[src/rtl/instr_fetch_unit_if.sv]
// Fetch-unit bus: PC handshake with the next-PC selector plus the instruction-memory req/ack port.
interface instr_fetch_unit_if;
  logic [31:0] pc;
  logic [31:0] nextpc;
  logic [31:0] instr;
  logic        waitt;
  logic        imem_req;
  logic [31:0] imem_addr;
  logic        imem_ack;
  logic [31:0] imem_rdata;
  logic        imem_err;
  logic        fetch_fault;
  logic [31:0] instret;

  modport master (
    output pc, instr, waitt, imem_req, imem_addr, fetch_fault, instret,
    input  nextpc, imem_ack, imem_rdata, imem_err
  );

  modport slave (
    input  pc, instr, waitt, imem_req, imem_addr, fetch_fault, instret,
    output nextpc, imem_ack, imem_rdata, imem_err
  );
endinterface

[src/rtl/instr_fetch_unit.sv]
// Instruction fetch unit: owns the PC, fetches over req/ack, counts retired instructions.
// state | meaning
// IDLE  | one quiet cycle after reset
// REQ   | request outstanding at pc, waiting for ack
// DONE  | instr valid, selector presents nextpc
// FAULT | misaligned pc or bus error; held until reset
module instr_fetch_unit #(
  parameter logic [31:0] RESET_PC  = 32'h80000000,
  parameter logic [31:0] NOP_INSTR = 32'h00000013
) (
  input logic               clk,
  input logic               reset,
  instr_fetch_unit_if.master bus
);

  typedef enum logic [1:0] {
    IDLE  = 2'd0,
    REQ   = 2'd1,
    DONE  = 2'd2,
    FAULT = 2'd3
  } state_t;

  state_t      state_q;
  logic [31:0] pc_q;
  logic [31:0] instr_q;
  logic        fault_q;
  logic [31:0] instret_q;

  always_ff @(posedge clk or posedge reset) begin
    if (reset) begin
      state_q   <= IDLE;
      pc_q      <= RESET_PC;
      instr_q   <= NOP_INSTR;
      fault_q   <= 1'b0;
      instret_q <= 32'd0;
    end else begin
      case (state_q)
        IDLE: begin
          if (pc_q[1:0] != 2'b00) begin
            fault_q <= 1'b1;
            instr_q <= NOP_INSTR;
            state_q <= FAULT;
          end else begin
            state_q <= REQ;
          end
        end
        REQ: begin
          if (bus.imem_ack) begin
            if (bus.imem_err) begin
              fault_q <= 1'b1;
              instr_q <= NOP_INSTR;
              state_q <= FAULT;
            end else begin
              instr_q <= bus.imem_rdata;
              state_q <= DONE;
            end
          end
        end
        DONE: begin
          instret_q <= instret_q + 32'd1;
          pc_q      <= bus.nextpc;
          // misaligned target is kept in pc so it can be inspected after the fault
          if (bus.nextpc[1:0] != 2'b00) begin
            fault_q <= 1'b1;
            instr_q <= NOP_INSTR;
            state_q <= FAULT;
          end else begin
            state_q <= REQ;
          end
        end
        default: state_q <= FAULT;
      endcase
    end
  end

  // handshake outputs decode the state register only, so reset drops imem_req at once
  assign bus.imem_req    = (state_q == REQ);
  assign bus.waitt       = (state_q == DONE);
  assign bus.imem_addr   = pc_q;
  assign bus.pc          = pc_q;
  assign bus.instr       = instr_q;
  assign bus.fetch_fault = fault_q;
  assign bus.instret     = instret_q;

endmodule

[src/flat_wrapper.sv]
// flat-port wrapper written by rule: the top's interface ports become plain ports
module instr_fetch_unit_flat 
#(
  parameter logic [31:0] RESET_PC  = 32'h80000000,
  parameter logic [31:0] NOP_INSTR = 32'h00000013
)
  (clk, reset, bus_pc, bus_instr, bus_waitt, bus_imem_req, bus_imem_addr, bus_fetch_fault, bus_instret, bus_nextpc, bus_imem_ack, bus_imem_rdata, bus_imem_err);
  instr_fetch_unit_if bus_i ();
  input logic clk;
  input logic reset;
  output wire logic [$bits(bus_i.pc)-1:0] bus_pc;
  output wire logic [$bits(bus_i.instr)-1:0] bus_instr;
  output wire logic [$bits(bus_i.waitt)-1:0] bus_waitt;
  output wire logic [$bits(bus_i.imem_req)-1:0] bus_imem_req;
  output wire logic [$bits(bus_i.imem_addr)-1:0] bus_imem_addr;
  output wire logic [$bits(bus_i.fetch_fault)-1:0] bus_fetch_fault;
  output wire logic [$bits(bus_i.instret)-1:0] bus_instret;
  input wire logic [$bits(bus_i.nextpc)-1:0] bus_nextpc;
  input wire logic [$bits(bus_i.imem_ack)-1:0] bus_imem_ack;
  input wire logic [$bits(bus_i.imem_rdata)-1:0] bus_imem_rdata;
  input wire logic [$bits(bus_i.imem_err)-1:0] bus_imem_err;
  assign bus_pc = bus_i.pc;
  assign bus_instr = bus_i.instr;
  assign bus_waitt = bus_i.waitt;
  assign bus_imem_req = bus_i.imem_req;
  assign bus_imem_addr = bus_i.imem_addr;
  assign bus_fetch_fault = bus_i.fetch_fault;
  assign bus_instret = bus_i.instret;
  assign bus_i.nextpc = bus_nextpc;
  assign bus_i.imem_ack = bus_imem_ack;
  assign bus_i.imem_rdata = bus_imem_rdata;
  assign bus_i.imem_err = bus_imem_err;
  instr_fetch_unit #(.RESET_PC(RESET_PC), .NOP_INSTR(NOP_INSTR)) u_core (.clk(clk), .reset(reset), .bus(bus_i));
endmodule
[config.mk]
export PLATFORM = sky130hd
export DESIGN_NAME = instr_fetch_unit_flat
export DESIGN_NICKNAME = d
export VERILOG_FILES = /design/src/rtl/instr_fetch_unit_if.sv /design/src/rtl/instr_fetch_unit.sv /design/src/flat_wrapper.sv
export SDC_FILE = /design/constraint.sdc
export NUM_CORES = 1
export LEC_CHECK = 0
export ABC_AREA = 0
export BUFFER_PORTS_ARGS = -buffer_cell sky130_fd_sc_hd__buf_2
export CAP_MARGIN = 20
export CORE_AREA = 2 2 151 124
export DETAILED_ROUTE_END_ITERATION = 8
export DIE_AREA = 0 0 153 126
export PLACE_DENSITY = 0.45
export SLEW_MARGIN = 40
export SYNTH_ARGS = -nofsm -noshare
export SYNTH_HDL_FRONTEND = slang
export SYNTH_SLANG_ARGS = --single-unit
export TNS_END_PERCENT = 50
[constraint.sdc]
create_clock -name clk -period 3 [get_ports clk]
set_input_delay 0.3 -clock clk [delete_from_list [all_inputs] [get_ports clk]]
set_output_delay 0.3 -clock clk [all_outputs]
set_load 0.01 [all_outputs]
---- Yosys cells after proc, flatten, opt, wreduce, memory -nomap -nowiden ----
Index checks and enable logic that the tools add are counted.
storage, ports and cells
  register bits ........................... 99
  bits of input ports ..................... 68
  output and inout port bits .............. 131
  logic and storage cells ................. 33
operators by class
  add/subtract/negate cells ............... 1
  eq/ne operators ......................... 6
  mux-type cells .......................... 15
  reduce and logical (&&, ||, !) cells .... 6
operators with widths
  operator                                             number
  two-way mux 32 bit                                   4
  case mux 32 bit (3 select lines)                     1
  adder 32 x 1 -> 32 bit, second input constant        1
  != test 2 x 1 -> 1 bit, second input constant        4
  two-way mux 2 bit                                    3
  case mux 2 bit (3 select lines)                      1
  two-way mux 1 bit                                    5
  AND reduction 5 bit                                  1
  AND reduction 4 bit                                  1
  nonzero test 2 bit                                   2
  case mux 1 bit (3 select lines)                      1
  nonzero test 3 bit                                   1
  equality test 2 x 1 -> 1 bit, second input constant  1
  equality test 2 bit, second input constant           1
  logical NOT 2 bit                                    1

---- Depth between registers and ports, before layout ----
  depth in word-level cells ............... 3
  gate-level depth with buffers ........... 7
  mapped depth without buffers ............ 6

---- Worst setup path before layout ----
No wires, ideal clock.
  path type ............................... reg2reg
  start point ............................. register u_core.instret_q[0] (netlist: u_core.bus.instret[0])
  end point ............................... register u_core.instret_q[28] (netlist: u_core.bus.instret[28])
  setup time .............................. 0.079 ns
  data arrival time ....................... 1.732 ns
  data required time ...................... 2.921 ns
  slack ................................... 1.189 ns
  cell stages (with the launch flop) ...... 7
  path buffers ............................ 1
  period minus slack after synthesis ...... 1.811 ns
  cell sequence ........................... dfrtp_1 -> ha_1 -> nand4b_1 -> or3_1 -> clkbuf_1 -> nor4_4 -> xor2_1
between the ends
  word-level cells in the longest chain between the ends .. 1
ends and longest elaborated chain
  what                    RTL line                text
  from (decl)             instr_fetch_unit.sv:27  logic [31:0] instret_q;
  from (signal assigned)  instr_fetch_unit.sv:60  instret_q <= instret_q + 32'd1;
  adder 32 x 1 -> 32 bit  instr_fetch_unit.sv:60
No other way between the ends.
A chain may end at the register's enable or synchronous reset.

---- Final worst setup path ----
  start point ............................. register u_core.state_q[0]
  end point ............................... output bus_waitt
between the ends
  word-level cells in the longest chain between the ends .. 1
ends and longest elaborated chain
  what                    RTL line                text
  from (decl)             instr_fetch_unit.sv:23  state_t state_q;
  from (signal assigned)  instr_fetch_unit.sv:31  state_q <= IDLE;
  from (signal assigned)  instr_fetch_unit.sv:42  state_q <= FAULT;
  from (signal assigned)  instr_fetch_unit.sv:44  state_q <= REQ;
  equality test 2 bit     instr_fetch_unit.sv:78  assign bus.waitt = (state_q == DONE);
  to (decl)               flat_wrapper.sv:13      output wire logic [$bits(bus_i.waitt)-1:0] bus_waitt;
No other way between the ends.

==> metrics.txt <==
Final setup viols=0; clock period minus worst slack=2.143 ns; Worst Path Class, Setup=reg2out; Hold Path Class=in2async; clock latency on the worst-skew pair=between 0.3 and 0.4 ns; fraction of layout cells with a size suffix above 1=37.24%; post-detailed-route wirelength per cell=approximately 13 um; Netlist Area Pre-Place=roughly 0.0044 mm^2; Area Overhead vs Synth=30.51%; DR pass1 iterations=4; Power per Cell Area=roughly 640 mW/mm^2; Clock transition at path regs=0.07 ns; clock power share=33.1%; IO buf count=198; period utilisation layout=~71%; routed vias=3529; Routed Antenna Nets=0; Seq. cell area=0.002482 mm^2; Die X=153 um; nature of the critical path startpoint=flip-flop; total grt overflow=0; root buf cell=clkbuf_16; FP Rows=44; vias in the first global route=between 3000 and 4000; Final nets=687; post-cts hold buffer count=0; sw power=about 0.0011 W; Fillers=1875; CP Buf/Inv Count=4; Synth Instances=454; CTS max path bufs=2; most common cell after layout, fill and taps aside=buf_2; worst endpoint data arrival time=between 1.5 and 2 ns; Warnings, synthesis=0; Post-Syn Nets=523; setup_tns=0 ns; status=complete, no violations; crit path cell chain=inv_1 -> nand2_1 -> inv_2 -> buf_4 -> buf_2; IO Count=between 150 and 200; # Post-CTS Setup Buffers=0; Crit-path slowest cell=dfrtp_1; vias per cell=4.137; largest net degree at the start of global routing=81; switching power share of the total=29.37%; Syn Area/Cell=9.621 um^2; Worst Tran Pin Value=0.8176 ns; GRT Util Overall=12.03%; TritonCTS clock tree=done; Crit path largest cell delay=0.44 ns; Placer Congestion=around 0.74; Fmax=0.4666 GHz; Multi-input gate area=0.001434 mm^2; Final HPWL DP=8306 um; unrepaired setup endpoints after global routing=false; fin. max-slew vios=0; Cell variety after synth=37; final hold violation count=0; Initial Util=between 20% and 30%; Clock Skews=0.008795 ns; die area=0.01928 mm^2; critical path's top delay family=buffers and inverters; P_leak=between 2 and 3 nW; Rel. slew slack=45.04%; initial antenna violation count=1; most frequent cells in the layout=198 x buf_2, 111 x nand2_1, 95 x dfrtp_1, 40 x nand3_1, 37 x inv_1; Int Pwr=0.002558 W; post-synthesis sequential area ratio=56.83%; area of the core=about 0.018 mm^2; TritonCTS Buffers=9; sequential share of power=46.6%; Clock H-tree levels=3; crit-path max FO=21; number of diodes=0; Comb power frac=20.3%; total wire length=11460 um; Clock Sinks=99; dpl cell area=about 0.0054 mm^2; final instance area=0.005700 mm^2; Crit. End Element=output port; Yosys reg bits=99; Detailed Route Iter0 Violations=between 100 and 150; first-pass GRT wire length=18630 um; Data required, critical path=around 2.7 ns; maximum vdd drop=~0.27 mV; cts repair resizes=0; die height=126 um; DRC violations left=0; max-cap viol count=0
==> power groups by stage <==
| stage | registers (W) | clock network, W | logic [W] |
|---|---|---|---|
| finish | 0.00169 | 0.00120 | 0.000734 |
| global route | 0.00172 | 0.00129 | 0.000814 |
| CTS | 0.00169 | 0.00124 | 0.000753 |
| detailed placement | 0.00171 | 0 | 0.000755 |
| global placement | 0.00170 | 0 | 0.000759 |
| floorplan | 0.00180 | 0 | 0.000386 |
==> layer usage <==
layer	GRT usage, %	share of wire [%]	wire, um
met2	17.94	43	4942
met3	5.437	9.4	1077
met4	3.105	1.1	129
met5	0	0.11	13
met1	15.93	46	5301
==> synth_stat cells (all sizes together) <==
cell type,count,share of area [%]
xnor2,18,3.6
nor2b,2,0.29
and2,1,0.14
buf,41,6.5
nor3,5,0.57
a32o,1,0.23
a31oi,3,0.43
nand4,8,1.3
or4,1,0.26
o21ai,30,3.4
nand2,111,9.5
nor2,6,0.52
ha,1,0.29
clkbuf,10,0.86
or3b,1,0.20
nand4b,1,0.20
dfrtp,95,54
nand3,40,4.6
xor2,13,2.6
and3,10,1.4
or2,1,0.14
nand2b,1,0.14
nand3b,1,0.17
nor4b,1,0.54
dfstp,4,2.4
or3,2,0.29
inv,39,3.4
and4,1,0.20
nor4,6,1.3
==> worst register-to-register path, cell delays in order, from the launching register on <==
cell and delay (ns):
dfrtp_1 0.52, or3b_1 0.42, a32o_4 0.52, nor2b_1 0.23, or2_1 0.21
==> registers in the layout, summed over array words and instances (netlist names) <==
register and count:
u_core.bus.fetch_fault 1, u_core.bus.imem_addr 32, u_core.bus.instr 32, u_core.bus.instret 32
u_core.state_q 2
==> cells by family (layout without fill, tap and decap cells) <==
kind of cell	count (synthesis)	in the layout	share of synthesized area, %
compound gates	34	34	4.096
xor+xnor	31	31	6.216
fa+ha+maj	1	1	0.2864
buf+inv	90	259	10.71
flops	99	99	56.83
simple gates	199	199	21.86
==> final timing paths <==
path	startpoint	to	slack, ns	cells after the start
max	u_core.state_q[0]	bus_waitt	0.86	5
min	reset	u_core.bus.instr[22]	0.02	2
max reg2reg	u_core.state_q[1]	u_core.bus.fetch_fault	1.00	4
min reg2reg	u_core.bus.imem_addr[31]	u_core.bus.imem_addr[31]	0.47	2
max in group asynchronous	reset	u_core.bus.instr[15]	2.38	3
min in group clk	bus_nextpc[12]	u_core.bus.imem_addr[12]	0.14	3
==> area by class of cell <==
| class | count | area share [%] |
|---|---|---|
| well taps | 230 | 5.048 |
| multi-input cells | 265 | 25.15 |
| inverters | 39 | 2.700 |
| repair buffers | 204 | 18.17 |
| clock buffers | 12 | 4.500 |
| clock inverters | 4 | 0.8780 |
| flip-flops and latches | 99 | 43.55 |
==> stage by stage <==
step | util (%) | hold WS [ns] | instances | setup WS, ns | power, W
final | 32.06 | 0.01861 | 853 | 0.8568 | 0.003621
after global routing | 32.06 | 0.05873 | 853 | 0.6768 | 0.003829
after CTS | 32.04 | 0.1176 | 853 | 0.7865 | 0.003690
after floorplan | - | 0.3685 | 454 | 0.1162 | 0.002183
after detailed placement | 30.32 | 0.4597 | 837 | 0.9999 | 0.002464
after global placement | 30.25 | 0.4543 | 837 | 0.9170 | 0.002458
(Power assumes the default switching activity.)
